===== src/rtl/fetch_queue_pkg.sv =====
// Shared widths and types for the IF->ID fetch queue.
package fetch_queue_pkg;
  localparam int ADDRESS_LEN = 32;
  localparam int DEPTH       = 4;
  localparam int PTR_W       = $clog2(DEPTH);

  typedef logic [ADDRESS_LEN-1:0] addr_t;
  typedef logic [PTR_W-1:0]       ptr_t;
  typedef logic [PTR_W:0]         count_t;

  typedef struct packed {
    addr_t next_pc;
    addr_t instruction;
  } entry_t;

  localparam count_t FULL_COUNT = count_t'(DEPTH);
endpackage


===== src/rtl/fetch_queue_if.sv =====
// Fetch-side and decode-side signals of the fetch queue; slave = the queue itself.
interface fetch_queue_if;
  import fetch_queue_pkg::*;

  addr_t  if_next_pc;
  addr_t  if_instruction;
  logic   branch_taken;
  logic   if_freeze;
  logic   id_valid;
  logic   id_ready;
  addr_t  id_next_pc;
  addr_t  id_instruction;
  count_t count;

  modport slave (
    input  if_next_pc, if_instruction, branch_taken, id_ready,
    output if_freeze, id_valid, id_next_pc, id_instruction, count
  );

  modport master (
    output if_next_pc, if_instruction, branch_taken, id_ready,
    input  if_freeze, id_valid, id_next_pc, id_instruction, count
  );
endinterface


===== src/rtl/fetch_queue_storage.sv =====
// Entry storage: one synchronous write port, one asynchronous read port.
module fetch_queue_storage
  import fetch_queue_pkg::*;
(
  input  logic   clk,
  input  logic   we,
  input  ptr_t   waddr,
  input  entry_t wdata,
  input  ptr_t   raddr,
  output entry_t rdata
);

  entry_t mem_q [DEPTH];

  // NOTE: storage is not reset; validity is tracked by count in the parent,
  // so clearing the array would only cost a reset net on every bit.
  always_ff @(posedge clk) begin
    if (we) mem_q[waddr] <= wdata;
  end

  assign rdata = mem_q[raddr];

endmodule


===== src/rtl/fetch_queue.sv =====
// FIFO between IF and ID: captures every unfrozen fetch word, flushes on a taken branch.
module fetch_queue
  import fetch_queue_pkg::*;
(
  input  logic         clk,
  input  logic         rst,
  fetch_queue_if.slave bus
);

  ptr_t   rd_ptr_q, rd_ptr_d;
  ptr_t   wr_ptr_q, wr_ptr_d;
  count_t count_q, count_d;

  logic   id_valid, full, pop, push, freeze;
  entry_t wdata, rdata;

  // NOTE: every signal gets a value at the top of always_comb so that no
  // path leaves it unassigned, which would otherwise infer a latch.
  always_comb begin
    id_valid = (count_q != '0);
    full     = (count_q == FULL_COUNT);
    pop      = id_valid & bus.id_ready & ~bus.branch_taken;
    // A same-cycle pop frees a slot, so a full queue only stalls fetch when nothing drains.
    freeze   = full & ~(bus.id_ready & id_valid) & ~bus.branch_taken;
    push     = ~freeze & ~bus.branch_taken & ~rst;

    rd_ptr_d = rd_ptr_q;
    wr_ptr_d = wr_ptr_q;
    count_d  = count_q;

    if (bus.branch_taken) begin
      rd_ptr_d = '0;
      wr_ptr_d = '0;
      count_d  = '0;
    end else begin
      if (push) wr_ptr_d = wr_ptr_q + ptr_t'(1);
      if (pop)  rd_ptr_d = rd_ptr_q + ptr_t'(1);
      unique case ({push, pop})
        2'b10:   count_d = count_q + count_t'(1);
        2'b01:   count_d = count_q - count_t'(1);
        default: count_d = count_q;
      endcase
    end
  end

  // NOTE: state flops use non-blocking assignments so every flop samples
  // the pre-edge values regardless of statement order.
  always_ff @(posedge clk) begin
    if (rst) begin
      rd_ptr_q <= '0;
      wr_ptr_q <= '0;
      count_q  <= '0;
    end else begin
      rd_ptr_q <= rd_ptr_d;
      wr_ptr_q <= wr_ptr_d;
      count_q  <= count_d;
    end
  end

  assign wdata.next_pc     = bus.if_next_pc;
  assign wdata.instruction = bus.if_instruction;

  fetch_queue_storage u_storage (
    .clk   (clk),
    .we    (push),
    .waddr (wr_ptr_q),
    .wdata (wdata),
    .raddr (rd_ptr_q),
    .rdata (rdata)
  );

  assign bus.if_freeze      = freeze;
  assign bus.id_valid       = id_valid;
  assign bus.id_next_pc     = id_valid ? rdata.next_pc     : '0;
  assign bus.id_instruction = id_valid ? rdata.instruction : '0;
  assign bus.count          = count_q;

endmodule


===== src/flat_wrapper.sv =====
// flat-port wrapper written by rule: the top's interface ports become plain ports
module fetch_queue_flat import fetch_queue_pkg::*;
  (clk, rst, bus_if_next_pc, bus_if_instruction, bus_branch_taken, bus_id_ready, bus_if_freeze, bus_id_valid, bus_id_next_pc, bus_id_instruction, bus_count);
  fetch_queue_if bus_i ();
  input  logic clk;
  input  logic rst;
  input wire logic [$bits(bus_i.if_next_pc)-1:0] bus_if_next_pc;
  input wire logic [$bits(bus_i.if_instruction)-1:0] bus_if_instruction;
  input wire logic [$bits(bus_i.branch_taken)-1:0] bus_branch_taken;
  input wire logic [$bits(bus_i.id_ready)-1:0] bus_id_ready;
  output wire logic [$bits(bus_i.if_freeze)-1:0] bus_if_freeze;
  output wire logic [$bits(bus_i.id_valid)-1:0] bus_id_valid;
  output wire logic [$bits(bus_i.id_next_pc)-1:0] bus_id_next_pc;
  output wire logic [$bits(bus_i.id_instruction)-1:0] bus_id_instruction;
  output wire logic [$bits(bus_i.count)-1:0] bus_count;
  assign bus_i.if_next_pc = bus_if_next_pc;
  assign bus_i.if_instruction = bus_if_instruction;
  assign bus_i.branch_taken = bus_branch_taken;
  assign bus_i.id_ready = bus_id_ready;
  assign bus_if_freeze = bus_i.if_freeze;
  assign bus_id_valid = bus_i.id_valid;
  assign bus_id_next_pc = bus_i.id_next_pc;
  assign bus_id_instruction = bus_i.id_instruction;
  assign bus_count = bus_i.count;
  fetch_queue u_core (.clk(clk), .rst(rst), .bus(bus_i));
endmodule

===== config.mk =====
export PLATFORM = sky130hd
export DESIGN_NAME = fetch_queue_flat
export DESIGN_NICKNAME = d
export VERILOG_FILES = /design/src/rtl/fetch_queue_pkg.sv /design/src/rtl/fetch_queue_if.sv /design/src/rtl/fetch_queue_storage.sv /design/src/rtl/fetch_queue.sv /design/src/flat_wrapper.sv
export SDC_FILE = /design/constraint.sdc
export NUM_CORES = 1
export LEC_CHECK = 0
export CAP_MARGIN = 20
export CORE_MARGIN = 4
export CORE_UTILIZATION = 55
export DETAILED_ROUTE_END_ITERATION = 7
export GPL_TIMING_DRIVEN = 0
export MAX_ROUTING_LAYER = met4
export PLACE_DENSITY = 0.87
export SYNTH_ARGS = -nofsm -noshare
export SYNTH_HDL_FRONTEND = slang
export SYNTH_SLANG_ARGS = --single-unit

===== constraint.sdc =====
create_clock -name clk -period 3.5 [get_ports clk]
set_input_delay 0.525 -clock clk [delete_from_list [all_inputs] [get_ports clk]]
set_output_delay 0.525 -clock clk [all_outputs]
set_load 0.005 [all_outputs]

After elaboration in Yosys (flattened, before gate mapping). Memory sizes are Yosys's and may differ from the RTL's. A register that Yosys moved wholly into a read port is not among the register bits. Index checks and enable logic that the tools add are counted.

Bits in writable memories: 256. Output and inout bits: 69. Register bits: 7. Memories kept: 1. Word-level logic and storage cells: 31. Input port bits: 68.

Memories: u_core.u_storage.mem_q (words 4, bits a word 64, rd ports 1, clocked after memory_dff 1, write ports 1, RTL line fetch_queue_storage.sv:13) `entry_t mem_q [DEPTH];`.

Equal/unequal tests: 3. Reductions and logical operators: 3. $add $sub $neg: 4. Bitwise gates (word level): 10. Muxes and demuxes: 7.

Operators by type and width (number): 32-bit two-way mux (2); 1-bit bitwise AND (6); 3-bit one-hot mux with 2 select lines (1); 2-bit by 1-bit adder with 2-bit output, second input constant (2); 2-bit two-way mux (2); 1-bit inverter (4); 3-bit by 1-bit adder with 3-bit output, second input constant (1); 3-bit equality test, second input constant (1); 3-bit nonzero test (1); 3-bit by 1-bit subtractor with 3-bit output, second input constant (1); 2-bit by 1-bit equality test with 1-bit output, second input constant (1); 2-bit equality test, second input constant (1); 1-bit two-way mux (2); 2-bit nonzero test (1); 2-bit OR reduction (1).

Logic depth before layout (Yosys ltp). Gate-level depths: netlist (run 1).

Depth in word-level cells: 10. Gate-level depth with buffers: 10.

Hierarchy. From an unflattened synthesis (run 1), not the netlist that was laid out.

Cell total of the unflattened synthesis: 452. Area total of the unflattened synthesis: 10131.0 sq um.

By module, submodules not included: fetch_queue_storage (area an instance 9341.5 sq um, cells an instance 338, times used 1, sequential area each 7687.4 sq um); fetch_queue (area an instance 789.5 sq um, cells an instance 114, times used 1, sequential area each 140.1 sq um).

Worst setup path after synthesis (run 1). Ideal clock, no wire load.

Kind: input-to-reg. Start: input bus_branch_taken. End: memory u_core.u_storage.mem_q[0][0] in the netlist's numbering (enable). Required time: 3.071 ns. Data arrival time: 2.709 ns. Slack: 0.362 ns. Stages on the path: 4. Cell sequence: or2_2 -> clkbuf_1 -> nor2_1 -> and2_1.

Cells in the longest elaborated chain, start to end: 7.

RTL lines: start, declared (RTL line flat_wrapper.sv:9) `input wire logic [$bits(bus_i.branch_taken)-1:0] bus_branch_taken;`; 1-bit inverter * (RTL line fetch_queue.sv:24, fetch_queue.sv:25); 1-bit bitwise AND (RTL line fetch_queue.sv:24) `freeze = full & ~(bus.id_ready & id_valid) & ~bus.branch_taken;`; 1-bit inverter (RTL line fetch_queue.sv:25) `push = ~freeze & ~bus.branch_taken & ~rst;`; 1-bit bitwise AND * (2 in series) (RTL line fetch_queue.sv:25); 1-bit two-way mux * (RTL line fetch_queue_storage.sv:18) `if (we) mem_q[waddr] <= wdata;`; 1-bit two-way mux (not written as such) * (RTL line fetch_queue_storage.sv:18); end, declared (RTL line fetch_queue_storage.sv:13).

Mark *: on every way between the ends. The rest lies on a longest branch, timed or not.

Final worst setup path (run 1).
Start: register u_core.count_q[0] (netlist: u_core.bus.count[0]). End: output bus_id_instruction[12].

Cells in the longest elaborated chain, start to end: 2.

RTL lines: start, declared (RTL line fetch_queue.sv:12) `count_t count_q, count_d;`; start signal, assigned (RTL line fetch_queue.sv:56) `count_q <= count_d;`; 3-bit nonzero test (RTL line fetch_queue.sv:20) `id_valid = (count_q != '0);`; 32-bit two-way mux (RTL line fetch_queue.sv:75) `assign bus.id_instruction = id_valid ? rdata.instruction : '0;`; end, declared (RTL line flat_wrapper.sv:14) `output wire logic [$bits(bus_i.id_instruction)-1:0] bus_id_instruction;`.

No other way between the ends.

==> results of run 1 <==
-- final timing paths --
kind         cells after the start  slack (ns)                     end
max                              5        0.31  bus_id_instruction[12]
min                              2        0.56      u_core.rd_ptr_q[1]
max reg2reg                      9        1.08     u_core.bus.count[2]
min reg2reg                      2        0.56      u_core.rd_ptr_q[1]
-- per-layer routing --
layer  routed length [um]  part of all wire, %
met1                 7770                   41
met2                 9690                   51
met3                 1040                  5.5
met4                  362                  1.9
met5                    0                    0
-- flip-flops by register name (all words and copies together) (netlist names), named ones only --
register	flops
u_core.rd_ptr_q	2
u_core.bus.count	3
u_core.wr_ptr_q	2
u_core.u_storage.mem_q	256
-- logic make-up (layout without fill, tap and decap cells) --
kind of cell	after synthesis	count (layout)
xor gates and xnor gates	5	5
muxes	65	65
buffers and inverters	28	216
DFF	265	265
AOI/OAI and AO/OA	5	5
and+or+nand+nor	83	83
adders and majority gates	6	6
-- layout by cell type (no fill, tap or decap), drive strengths merged --
| cell | count |
|---|---|
| clkbuf | 46 |
| clkinvlp | 2 |
| inv | 6 |
| buf | 17 |
| nor2 | 10 |
| o21ai | 1 |
| nor2b | 1 |
| dfxtp | 9 |
| or3 | 2 |
| fa | 1 |
| mux2i | 1 |
| xnor2 | 1 |
| a21oi | 2 |
| and2 | 68 |
| mux4 | 64 |
| or2 | 1 |
| xor2 | 4 |
| edfxtp | 256 |
| clkdlybuf4s50 | 136 |
| o31ai | 1 |
| nor4b | 1 |
| ha | 5 |
| o311ai | 1 |
| bufinv | 4 |
| clkinv | 5 |
-- critical path, cell delays in order, from the launching register on --
cell and delay [ns]:
dfxtp_1 0.50, or3_1 0.18, clkbuf_2 0.34, clkbuf_1 0.40, and2_1 0.21, clkdlybuf4s50_1 0.50
-- through the flow --
step | utilization, % | std cells | setup WS [ns] | hold WS [ns]
3_3_place_gp | 65.3 | 822 | -1.20 | 0.513
2_1_floorplan | - | 457 | 0.362 | 0.485
5_1_grt | 70.8 | 874 | 0.163 | 0.595
4_1_cts | 70.8 | 874 | 0.257 | 0.559
6_report | 70.8 | 874 | 0.315 | 0.560
3_5_place_dp | 65.8 | 826 | 0.418 | 0.534
-- report_power, final --
group	internal, W	leakage [nW]	switching, W	total [W]
Sequential	0.00354	2.40	0.0000146	0.00355
Clock	0.00177	0.430	0.00109	0.00286
Combinational	0.000171	1.26	0.000130	0.000301
-- layout make-up --
cell class | count | share of cell area [%]
Tap cell | 229 | 2.24
Inverter | 6 | 0.176
Clock buffer | 37 | 5.80
Sequential cell | 265 | 61.4
Multi-Input combinational cell | 164 | 16.7
Timing Repair Buffer | 140 | 11.3
Clock inverter | 11 | 1.21
Buffer | 22 | 1.16
==> summary.txt, run 1 <==
Outcome
  – Outcome: finished, final reports clean

STA
  – Minimum clock period: 3.19 ns
  – RSZ-0062 raised after global routing: no
  – Fin Clk Skew: 0.00740 ns
  – Measured slew at the worst slew-check pin: 0.537 ns
  – Final period util: 91.0%
  – Slew HR: 64.2%
  – Endpoints failing hold: 0
  – Slew Limit Fails: 0
  – FMAX: 314 MHz
  – Setup TNS Final: 0 ns
  – Final setup vio count: 0

Floorplan
  – Die W: 144 um
  – Num rows: 49
  – Die height: 144 um
  – Initial Util: 56.2%
  – Core footprint: 0.0181 mm2
  – Ports: 137
  – Die footprint: 0.0207 mm2

Critical path
  – RR Startpoint: u_core.bus.count[0]
  – Worst EP required: 2.97 ns
  – Startpoint types: flop
  – Critical path type: flop to output port
  – CP startpoint: u_core.bus.count[0]
  – CP endpoint kind: output port
  – Crit-path max FO: 10
  – Crit path arrival time: 2.66 ns

Yosys
  – Top post-synthesis cells by count: edfxtp_1, and2_1, mux4_2
  – Synth top area cells: edfxtp_1, mux4_2, and2_1
  – Mux cell area share after synthesis: 14.4%
  – Main flop type after synthesis: edfxtp_1
  – Synth Area in XOR/XNOR: 0.431%
  – Synthesized area: 0.0102 mm2
  – Compound-Gate Fraction of Synth Area: 0.308%
  – Biggest area consumer among synthesized cells: edfxtp_1
  – Unique masters post-synth: 25
  – Post-Syn Instances: 457
  – EDFF count, synth: 256
  – Most common cell in the netlist: edfxtp_1
  – Post-Synth Adder-Cell Area: 0.812%
  – Syn Area/Cell: 22.3 um2
  – Async SR Flop Fraction: 0%
  – Simple-Gate Fraction of Synth Area: 5.03%
  – Syn_nets: 531
  – Number of synthesized register bits: 265
  – Synth top area share: 75.6%
  – Post-synthesis sequential area ratio: 77.4%
  – Largest family of logic cells by synthesized area: multiplexers
  – Ys Warns: 0

CTS
  – Worst-path clk slew: 0.06 ns
  – Clk buf depth: 3
  – Sink Count: 265
  – Worst skew pair latency: 0.52 ns
  – CTS tree: built
  – Clock root buffer: clkbuf_16
  – H-tree depth: 1
  – Post-cts sizing count: 0
  – CTS Buf Count: 26
  – Setup Buffers After CTS: 0
  – Post-CTS Hold Buffers: 0

Drt
  – Residual DRC: 0
  – Routed WL: 18900 um
  – Routed vias: 4900
  – Vias per inst: 5.61
  – Drt wl/cell: 21.6 um
  – DRT antenna net count: 0
  – Initial DRC Count: 291
  – First drt pass iteration count: 4

GRT
  – Pin count of the biggest net entering global routing: 34
  – GR peak layer: met2
  – First-pass GRT wire length: 29400 um
  – Antenna violations before repair: 0
  – Met2 Track Usage GR: 31.7%
  – Vias in the first global route: 5377
  – GRT overflow: 0
  – Total track usage: 19.0%
  – Routing usage on met1: 24.9%
  – Grt met3 use: 3.70%

Pwr
  – Worst vdd ir: 0.476 mV
  – Total power: 0.00672 W
  – Pwr per Cell Area: 524 mW/mm2
  – Static leakage: 4.09 nW

Finish
  – Fillcell total: 1046
  – Finished Cell Area: 0.0128 mm2
  – # nets final: 699
  – Layout cell share with drive strength beyond 1: 19.1%
  – Area grow syn2layout: 25.9%
  – Register area: 0.00787 mm2
  – Area of the multi-input gates: 0.00214 mm2
  – Diodes inserted: 0

Min path
  – Hold_sp: u_core.rd_ptr_q[1]
  – Min-Delay Path Class: flop to flop

Place
  – Post-DP HPWL: 11800 um
  – # port buffers: 136
  – Placed Area: 0.0119 mm2
  – GP Congestion: 0.784

Run
  – Max Cap Violations: 0
(Power assumes the default switching activity.)
==> run 2: changes to the inputs <==
Settings changed: PLACE_DENSITY 0.87 to 0.83, REMOVE_ABC_BUFFERS set to 1.
==> run 2 against run 1 <==
Via count fell by 2.1%. Critical path type unchanged. Total power fell by 3.9%. Combinational power fell by 1%. Largest power group unchanged. Global-route usage fell by 0.72 points. Routed wire length fell by 4.4%. Non-clock buffer count fell by 18.
==> summary.txt, run 2 (synthesis gave the netlist of run 1 again) <==
CTS
  – Clk buf depth: 3
  – Worst-path clk slew: 0.06 ns
  – Sink Count: 265
  – Post-CTS Hold Buffers: 0
  – H-tree depth: 1
  – Worst skew pair latency: 0.51 ns
  – Clock root buffer: clkbuf_16
  – CTS Buf Count: 27
  – CTS tree: built
  – Post-cts sizing count: 0

STA
  – Measured slew at the worst slew-check pin: 0.606 ns
  – Endpoints failing hold: 0
  – Slew Limit Fails: 0
  – Slew HR: 59.6%
  – Minimum clock period: 3.20 ns
  – FMAX: 313 MHz
  – RSZ-0062 raised after global routing: no
  – Worst Slack Setup Final: 0.302 ns
  – Final period util: 91.4%
  – Final setup vio count: 0
  – Fin Clk Skew: 0.00581 ns

Critical path
  – Startpoint types: flop
  – Worst EP required: 2.97 ns
  – Critical path type: flop to output port
  – Crit-path max FO: 34
  – Crit path arrival time: 2.67 ns
  – CP endpoint kind: output port

Min path
  – Min-Delay Path Class: flop to flop

Place
  – GP Congestion: 0.759
  – Post-Place Setup Slack: 0.447 ns
  – Post-DP HPWL: 10600 um
  – Placed Cells: 807
  – # port buffers: 136

Drt
  – DRT antenna net count: 0
  – Residual DRC: 0
  – Metal2 WL: 9400 um
  – Routed vias: 4798
  – Routed WL: 18000 um
  – Drt wl/cell: 21.1 um
  – First drt pass iteration count: 4
  – Routed wl met3: 1080 um
  – Vias per inst: 5.62
  – Wire length on met1: 7240 um
  – Max layer used: met4
  – Initial DRC Count: 233

GRT
  – Total track usage: 18.3%
  – GRT overflow: 0
  – Pin count of the biggest net entering global routing: 51
  – First-pass GRT wire length: 28100 um
  – Vias in the first global route: 5193
  – Antenna violations before repair: 0

Finish
  – Area grow syn2layout: 24.9%
  – Largest Register: u_core.u_storage.mem_q
  – Largest register FFs: 256
  – Commonest cells after routing, fill and taps aside: edfxtp_1, clkdlybuf4s50_1, and2_1
  – Diodes inserted: 0
  – Leading cell type in the layout, fill and taps excluded: edfxtp_1
  – Finished Layout Cells: 853
  – Layout cell share with drive strength beyond 1: 18.4%
  – # nets final: 682

Floorplan
  – Ports: 137
  – Initial Util: 56.2%
  – Die height: 144 um
  – Num rows: 49
  – Core footprint: 0.0181 mm2
  – Die footprint: 0.0207 mm2
  – Die W: 144 um

Outcome
  – Outcome: finished, final reports clean

Pwr
  – Reg power frac: 55.1%
  – P_int: 0.00525 W
  – Switching share of power: 18.6%
  – Total power: 0.00646 W
  – Switching power: 0.00120 W
  – Static leakage: 4.02 nW
  – Comb pwr share: 4.6%
  – Worst vdd ir: 0.539 mV
  – Clock power frac: 40.3%
  – Pwr per Cell Area: 508 mW/mm2

Run
  – Max Cap Violations: 0
run 2: critical path, stage by stage (launching register included):
cell             delay, ns
dfxtp_4               0.61
buf_16                0.32
mux4_1                0.62
and2_1                0.18
clkdlybuf4s50_1       0.43
run 2: layout make-up:
class,count,area [um2]
fill,1079,5380
tap,229,287
timing repair buffer,144,1570
clock buffer,30,687
clock inverter,15,121
multi-input combinational,164,2140
sequential,265,7880
inverter,6,22.5
run 2: worst paths after layout:
path / startpoint / to / slack (ns) / cells after the start
worst max-delay path: flop / bus_id_next_pc[29] / 0.30 / 4
worst min-delay path: u_core.rd_ptr_q[1] / u_core.rd_ptr_q[1] / 0.53 / 2
worst max register to register: u_core.bus.count[0] / u_core.bus.count[2] / 0.96 / 9
worst min register to register: u_core.rd_ptr_q[1] / u_core.rd_ptr_q[1] / 0.53 / 2
run 2: power by group through the flow:
stage / Combinational, W / Sequential (W) / Clock (W)
3_3_place_gp: 0.000275 / 0.00363 / 0
4_1_cts: 0.000303 / 0.00356 / 0.00267
3_5_place_dp: 0.000298 / 0.00362 / 0
5_1_grt: 0.000321 / 0.00356 / 0.00281
2_1_floorplan: 0.0000997 / 0.00363 / 0
6_report: 0.000297 / 0.00355 / 0.00260
run 2: layer usage:
| metal | up-vias | track usage, % |
|---|---|---|
| met5 | - | - |
| met4 | 0 | 3.91 |
| met3 | 29 | 3.17 |
| met2 | 139 | 31.2 |
| met1 | 2474 | 23.7 |
| li1 | 2156 | - |
run 2: stage by stage:
stage / hold WS [ns] / util, % / cell area, um2 / setup TNS [ns]
after detailed placement: 0.522 / 65.7 / 11900 / 0
final: 0.533 / 70.2 / 12700 / 0
after floorplan: 0.485 / - / 10000 / -34.17
after global routing: 0.565 / 70.2 / 12700 / 0
after global placement: 0.507 / 64.5 / 11700 / -446.32
after CTS: 0.538 / 70.2 / 12700 / 0
run 2: what timing repair did:
item,4_1_cts,5_1_grt
hold endpoints to repair,0,0
endpoints found under the setup margin,1,0
setup buffers,1,0
